===== config.mk =====
export PLATFORM = sky130hd
export DESIGN_NAME = exp_issue_sched
export DESIGN_NICKNAME = d
export VERILOG_FILES = /design/src/rtl/exp_sched_pkg.sv /design/src/rtl/exp_tag_pipe.sv /design/src/rtl/exp_issue_sched.sv
export SDC_FILE = /design/constraint.sdc
export NUM_CORES = 1
export LEC_CHECK = 0
export CAP_MARGIN = 20
export CORE_UTILIZATION = 40
export DETAILED_ROUTE_END_ITERATION = 10
export HOLD_SLACK_MARGIN = 0.03
export PLACE_DENSITY = 0.79
export SLEW_MARGIN = 5
export SYNTH_ARGS = -nofsm -noshare
export SYNTH_HDL_FRONTEND = slang
export SYNTH_SLANG_ARGS = --single-unit

===== constraint.sdc =====
create_clock -name clk -period 8.5 [get_ports clk]
set_clock_uncertainty 0.1 [all_clocks]
set_input_delay 2.55 -clock clk [delete_from_list [all_inputs] [get_ports clk]]
set_output_delay 2.55 -clock clk [all_outputs]
set_load 0.05 [all_outputs]

===== src/rtl/exp_sched_pkg.sv =====
// Shared types and constants for the exponent-core issue scheduler.
// Imported by exp_tag_pipe and exp_issue_sched.
package exp_sched_pkg;

    typedef logic tag_t;

    typedef enum logic [1:0] {
        IDLE  = 2'd0,
        RUN   = 2'd1,
        DRAIN = 2'd2
    } state_t;

    localparam int CORE_LAT_DEF = 16;

    localparam tag_t REQ0 = 1'b0;
    localparam tag_t REQ1 = 1'b1;

endpackage


===== src/rtl/exp_tag_pipe.sv =====
// Shift register of {valid, tag} that shadows the core pipeline so each
// result can be routed back to the requester that issued it.
module exp_tag_pipe
    import exp_sched_pkg::*;
#(
    parameter int DEPTH = CORE_LAT_DEF + 1
) (
    input  logic clk,
    input  logic rst,
    input  logic in_valid,
    input  tag_t in_tag,
    output logic out_valid,
    output tag_t out_tag
);

    logic [DEPTH-1:0] vld;
    logic [DEPTH-1:0] tags;

    always_ff @(posedge clk) begin
        if (rst) begin
            vld  <= '0;
            tags <= '0;
        end else begin
            vld  <= {vld[DEPTH-2:0], in_valid};
            tags <= {tags[DEPTH-2:0], in_tag};
        end
    end

    assign out_valid = vld[DEPTH-1];
    assign out_tag   = tags[DEPTH-1];

endmodule


===== src/rtl/exp_issue_sched.sv =====
// Two-requester issue scheduler in front of the pipelined HHV2 exponent core.
// Define EXP_ISSUE_SCHED_RR_EN for round-robin; otherwise req0 has fixed priority.
module exp_issue_sched
    import exp_sched_pkg::*;
#(
    parameter int CORE_LAT = CORE_LAT_DEF,
    parameter int W        = 32
) (
    input  logic                          clk,
    input  logic                          rst,
    input  logic                          req0_valid,
    input  logic [W-1:0]                  req0_data,
    output logic                          req0_ready,
    input  logic                          req1_valid,
    input  logic [W-1:0]                  req1_data,
    output logic                          req1_ready,
    input  logic                          pause,
    output logic [W-1:0]                  core_man,
    input  logic [W-1:0]                  core_xvo,
    input  logic [W-1:0]                  core_yvo,
    input  logic [W-1:0]                  core_zvo,
    output logic                          rsp0_valid,
    output logic                          rsp1_valid,
    output logic [W-1:0]                  rsp_x,
    output logic [W-1:0]                  rsp_y,
    output logic [W-1:0]                  rsp_z,
    output logic                          busy,
    output logic [$clog2(CORE_LAT+3)-1:0] inflight
);

    localparam int IW = $clog2(CORE_LAT + 3);

    state_t        state;
    state_t        state_nxt;
    logic          grant0;
    logic          grant1;
    logic          fire;
    tag_t          fire_tag;
    logic          ret_valid;
    tag_t          ret_tag;
    logic          retire;
    logic [IW-1:0] inflight_nxt;

`ifdef EXP_ISSUE_SCHED_RR_EN
    tag_t ptr;

    // On contention, the requester not granted last time wins.
    always_comb begin
        grant0 = req0_valid;
        grant1 = req1_valid;
        if (req0_valid && req1_valid) begin
            grant0 = (ptr == REQ1);
            grant1 = (ptr == REQ0);
        end
    end

    always_ff @(posedge clk) begin
        if (rst) begin
            ptr <= REQ1;
        end else if (fire) begin
            ptr <= fire_tag;
        end
    end
`else
    always_comb begin
        grant0 = req0_valid;
        grant1 = req1_valid && !req0_valid;
    end
`endif

    assign req0_ready = grant0 && !pause && !rst;
    assign req1_ready = grant1 && !pause && !rst;
    assign fire       = (req0_valid && req0_ready) || (req1_valid && req1_ready);
    assign fire_tag   = req1_ready ? REQ1 : REQ0;
    assign retire     = rsp0_valid || rsp1_valid;
    assign busy       = (inflight != '0) || fire;

    exp_tag_pipe #(
        .DEPTH(CORE_LAT + 1)
    ) u_tag_pipe (
        .clk      (clk),
        .rst      (rst),
        .in_valid (fire),
        .in_tag   (fire_tag),
        .out_valid(ret_valid),
        .out_tag  (ret_tag)
    );

    always_comb begin
        inflight_nxt = inflight;
        unique case (1'b1)
            fire && !retire: inflight_nxt = inflight + IW'(1);
            retire && !fire: inflight_nxt = inflight - IW'(1);
            default:         inflight_nxt = inflight;
        endcase
    end

    // Use the next count so IDLE coincides with inflight reading zero.
    always_comb begin
        state_nxt = state;
        unique case (state)
            IDLE: begin
                if (fire) state_nxt = RUN;
            end
            RUN: begin
                if (inflight_nxt == '0 && !fire) state_nxt = IDLE;
                else if (pause)                  state_nxt = DRAIN;
            end
            DRAIN: begin
                if (inflight_nxt == '0) state_nxt = IDLE;
                else if (!pause)        state_nxt = RUN;
            end
            default: state_nxt = IDLE;
        endcase
    end

    always_ff @(posedge clk) begin
        if (rst) begin
            state      <= IDLE;
            core_man   <= '0;
            rsp0_valid <= 1'b0;
            rsp1_valid <= 1'b0;
            rsp_x      <= '0;
            rsp_y      <= '0;
            rsp_z      <= '0;
            inflight   <= '0;
        end else begin
            state      <= state_nxt;
            inflight   <= inflight_nxt;
            rsp0_valid <= ret_valid && (ret_tag == REQ0);
            rsp1_valid <= ret_valid && (ret_tag == REQ1);
            if (fire) begin
                core_man <= req1_ready ? req1_data : req0_data;
            end
            if (ret_valid) begin
                rsp_x <= core_xvo;
                rsp_y <= core_yvo;
                rsp_z <= core_zvo;
            end
        end
    end

endmodule


==> impl_metrics.py <==
metrics = {
    "status": {
        "outcome": "completed",
    },
    "critical_path": {
        "start_kind": "input port",
        "rrSetupSlack_ps": 6220,
        "crit_chain": "clkdlybuf4s50_1 > nor2_1 > nor3_4 > inv_1 > nand3_1 > clkdlybuf4s50_1",
        "criticalPathCategory": "input port to primary output",
        "reg2reg_depth": 3,
        "regToRegEndpoint": "rsp_y[18]",
        "end_kind": "primary output",
        "critPathRequiredTime_ps": 5850,
        "cp_num_buf_inv": 3,
        "rr_startpoint": "u_tag_pipe.vld[16]",
        "cp_max_fo": 4,
        "cp.arrival_ps": 4400,
        "critical-path-slowest-cell": "clkdlybuf4s50_1",
        "crit_family": "buffers and inverters",
        "cp_slowest_stage_delay_ps": 840,
        "crit_cells": 6,
        "crit_top_cell": "clkdlybuf4s50_1",
    },
    "synthesis": {
        "synth_area_leaders": "dfxtp_1 (53%), mux2i_1 (20%), nor2_1 (8.0%)",
        "synth-warning-count": 0,
        "synth-seq-area-share": 0.534,
        "async_flop_share": 0,
        "yosysMostFrequentCell": "dfxtp_1",
        "synth_top_area_frac": 0.534,
        "syn_nets": 749,
        "netlist_top_cells_count": "dfxtp_1 (169), nor2_1 (135), mux2i_1 (129)",
        "yosysTopAreaCell": "dfxtp_1",
        "syn_inst": 580,
        "syn-cell-area_mm2": 0.00633,
        "ys_types": 35,
        "synth_top_family_by_area": "multiplexers",
        "synth_edf_count": 0,
        "syn_avg_cell_area_um2": 10.9,
        "yosys.area_share.simple": 0.133,
        "synthMuxAreaShare": 0.206,
        "synth_adder_area_share": 0.00790,
        "synth-seq-cells": 169,
        "synth_compound_area_frac": 0.0707,
        "synth_flop_cell": "dfxtp_1",
        "synth_xor_area_frac": 0.00553,
    },
    "cts": {
        "cts_resized": 0,
        "clk_pin_slew_worst_paths_ps": 60,
        "cts_buffers": 17,
        "cts_tree": "yes",
        "htreeDepth": 4,
        "cts_hold_buffers": 0,
        "cts_root_buffer": "clkbuf_16",
        "ctsLongestPathBuffers": 2,
        "cts.sinks": 169,
        "insertion_delay_ps": 410,
        "post_cts_buffers": 0,
    },
    "die": {
        "die_y_um": 128,
        "fp.dieW_um": 128,
        "die_area_mm2": 0.0163,
        "row_count": 45,
        "core-area_mm2": 0.0153,
        "start_util": 0.414,
        "ios": 303,
    },
    "grt": {
        "grt.overflow.total": 0,
        "grt_usage": 0.200,
        "antenna_found_initial": 0,
        "busiest_layer": "met2",
        "grt_pass1_vias": 5099,
        "grt_pass1_wl_mm": 25.5,
        "use_met3": 0.0701,
        "met1_usage": 0.210,
        "grt_use_met2": 0.370,
        "grt_max_degree": 101,
    },
    "final_layout": {
        "final_util": 0.652,
        "diodes": 0,
        "area_delta_synth_final_pct": 57.6,
        "finalNonFillerCells": 1084,
        "layout-drive-gt1-share": 0.0802,
        "nNetsFinal": 1029,
    },
    "timing": {
        "finalCritPeriodShare": 0.830,
        "hold_viol": 0,
        "slew_viol_final": 0,
        "max_slew_margin": 0.262,
        "grt_setup_unrepaired": "false",
        "fin_ws_ps": 1450,
        "finalSetupViolCount": 0,
        "setup-tns-final_ps": 0,
        "period_minus_slack_ps": 7050,
        "worst_slew_pin_slew_ps": 1110,
        "fmax_mhz": 142,
    },
    "pwr": {
        "p_total_w": 0.00176,
        "p_leak_nw": 3.45,
        "switchingPower_w": 0.000410,
        "pwr-share-comb": 0.111,
        "power_frac_clock": 0.429,
        "pwr-share-seq": 0.460,
        "peakVddDrop_v": 0.000142,
        "intPower_w": 0.00135,
        "power_density_mw_per_mm2": 176,
        "netSwitchingFraction": 0.233,
    },
    "placed_design": {
        "place.gp.congestion": 0.748,
        "post-place-ws_ps": 1430,
        "dp_cells": 1052,
        "place_hpwl_mm": 12.3,
        "place.port_buffers": 302,
    },
    "routing": {
        "routed_wl_mm": 16.6,
        "firstDrtPassIters": 4,
        "wl_per_cell_um": 15.3,
        "drc": 0,
        "drt_first_iter_violations": 219,
        "drtAntennaViolNets": 0,
        "drt-vias-per-instance": 4.69,
        "vias": 5081,
    },
    "min_path": {
        "min_from": "u_tag_pipe.tags[16]",
        "hold_path_depth": 1,
        "hold_path_class": "register to register",
        "worstHoldEndpoint": "rsp0_valid",
    },
    "run": {
        "drv_cap": 0,
    },
}
[layer usage]
metal | part of all wire | vias to the layer above
met5 | 0 | -
met4 | 0.017 | 0
met3 | 0.088 | 24
met2 | 0.51 | 186
met1 | 0.38 | 2353
li1 | - | 2518
[sequential cells by signal, indices dropped and copies added, names as in the netlist]
name / flops
rsp_x: 32
u_tag_pipe.tags: 17
rsp_y: 32
u_tag_pipe.vld: 17
inflight: 5
rsp_z: 32
rsp0_valid: 1
core_man: 32
rsp1_valid: 1
[metrics by stage]
stage | hold slack (ps) | cell area, um^2
2_1_floorplan | 288 | 6330
3_3_place_gp | 294 | 9400
3_5_place_dp | 307 | 9400
4_1_cts | 316 | 9980
5_1_grt | 334 | 9980
6_report | 310 | 9980
[cell usage in the layout (no fill, tap or decap), drive strengths merged, types with 2 or more instances in the layout]
cell | synthesis | layout
a211oi | 32 | 32
a21oi | 3 | 3
buf | 31 | 5
bufinv | 0 | 2
clkbuf | 14 | 19
clkdlybuf4s50 | 0 | 301
clkinv | 0 | 6
dfxtp | 169 | 169
ha | 4 | 4
inv | 2 | 6
mux2i | 129 | 129
nand2 | 2 | 2
nor2 | 135 | 135
nor2b | 33 | 33
nor3 | 3 | 3
nor3b | 2 | 2
nor4b | 2 | 2
o211ai | 2 | 2
o21ai | 2 | 2
xor2 | 4 | 4
[power groups by stage]
stage | logic [W] | registers [W] | clock network (W)
floorplan | 0.0000552 | 0.000862 | 0
global placement | 0.000194 | 0.000826 | 0
detailed placement | 0.000197 | 0.000827 | 0
CTS | 0.000198 | 0.000809 | 0.000773
global route | 0.000208 | 0.000810 | 0.000803
finish | 0.000196 | 0.000809 | 0.000754
[area by class of cell]
cell class	instances	area, um^2
Clock inverter	13	140
Timing Repair Buffer	306	3050
Sequential cell	169	3390
Clock buffer	19	443
Multi-Input combinational cell	364	2680
Fill cell	1222	5340
Tap cell	211	264
Inverter	2	7.51
[kinds of logic after synthesis]
family                   Yosys count
AO/OA/AOI/OAI                     42
XOR/XNOR                           4
adder cells (fa/ha/maj)            4
buffers and inverters             47
flip-flops                       169
multiplexers                     130
AND/OR/NAND/NOR                  184
[worst max-delay path by stage]
stage / start / endpoint / slack, ps
after global routing: req0_valid / busy / 1340
after CTS: req0_valid / busy / 1430
after global placement: req0_valid / busy / 1430
final: req0_valid / busy / 1450
after detailed placement: req0_valid / busy / 1430
after floorplan: rst / req0_ready / 1800
Note: power is estimated with default switching activity, not from simulation.
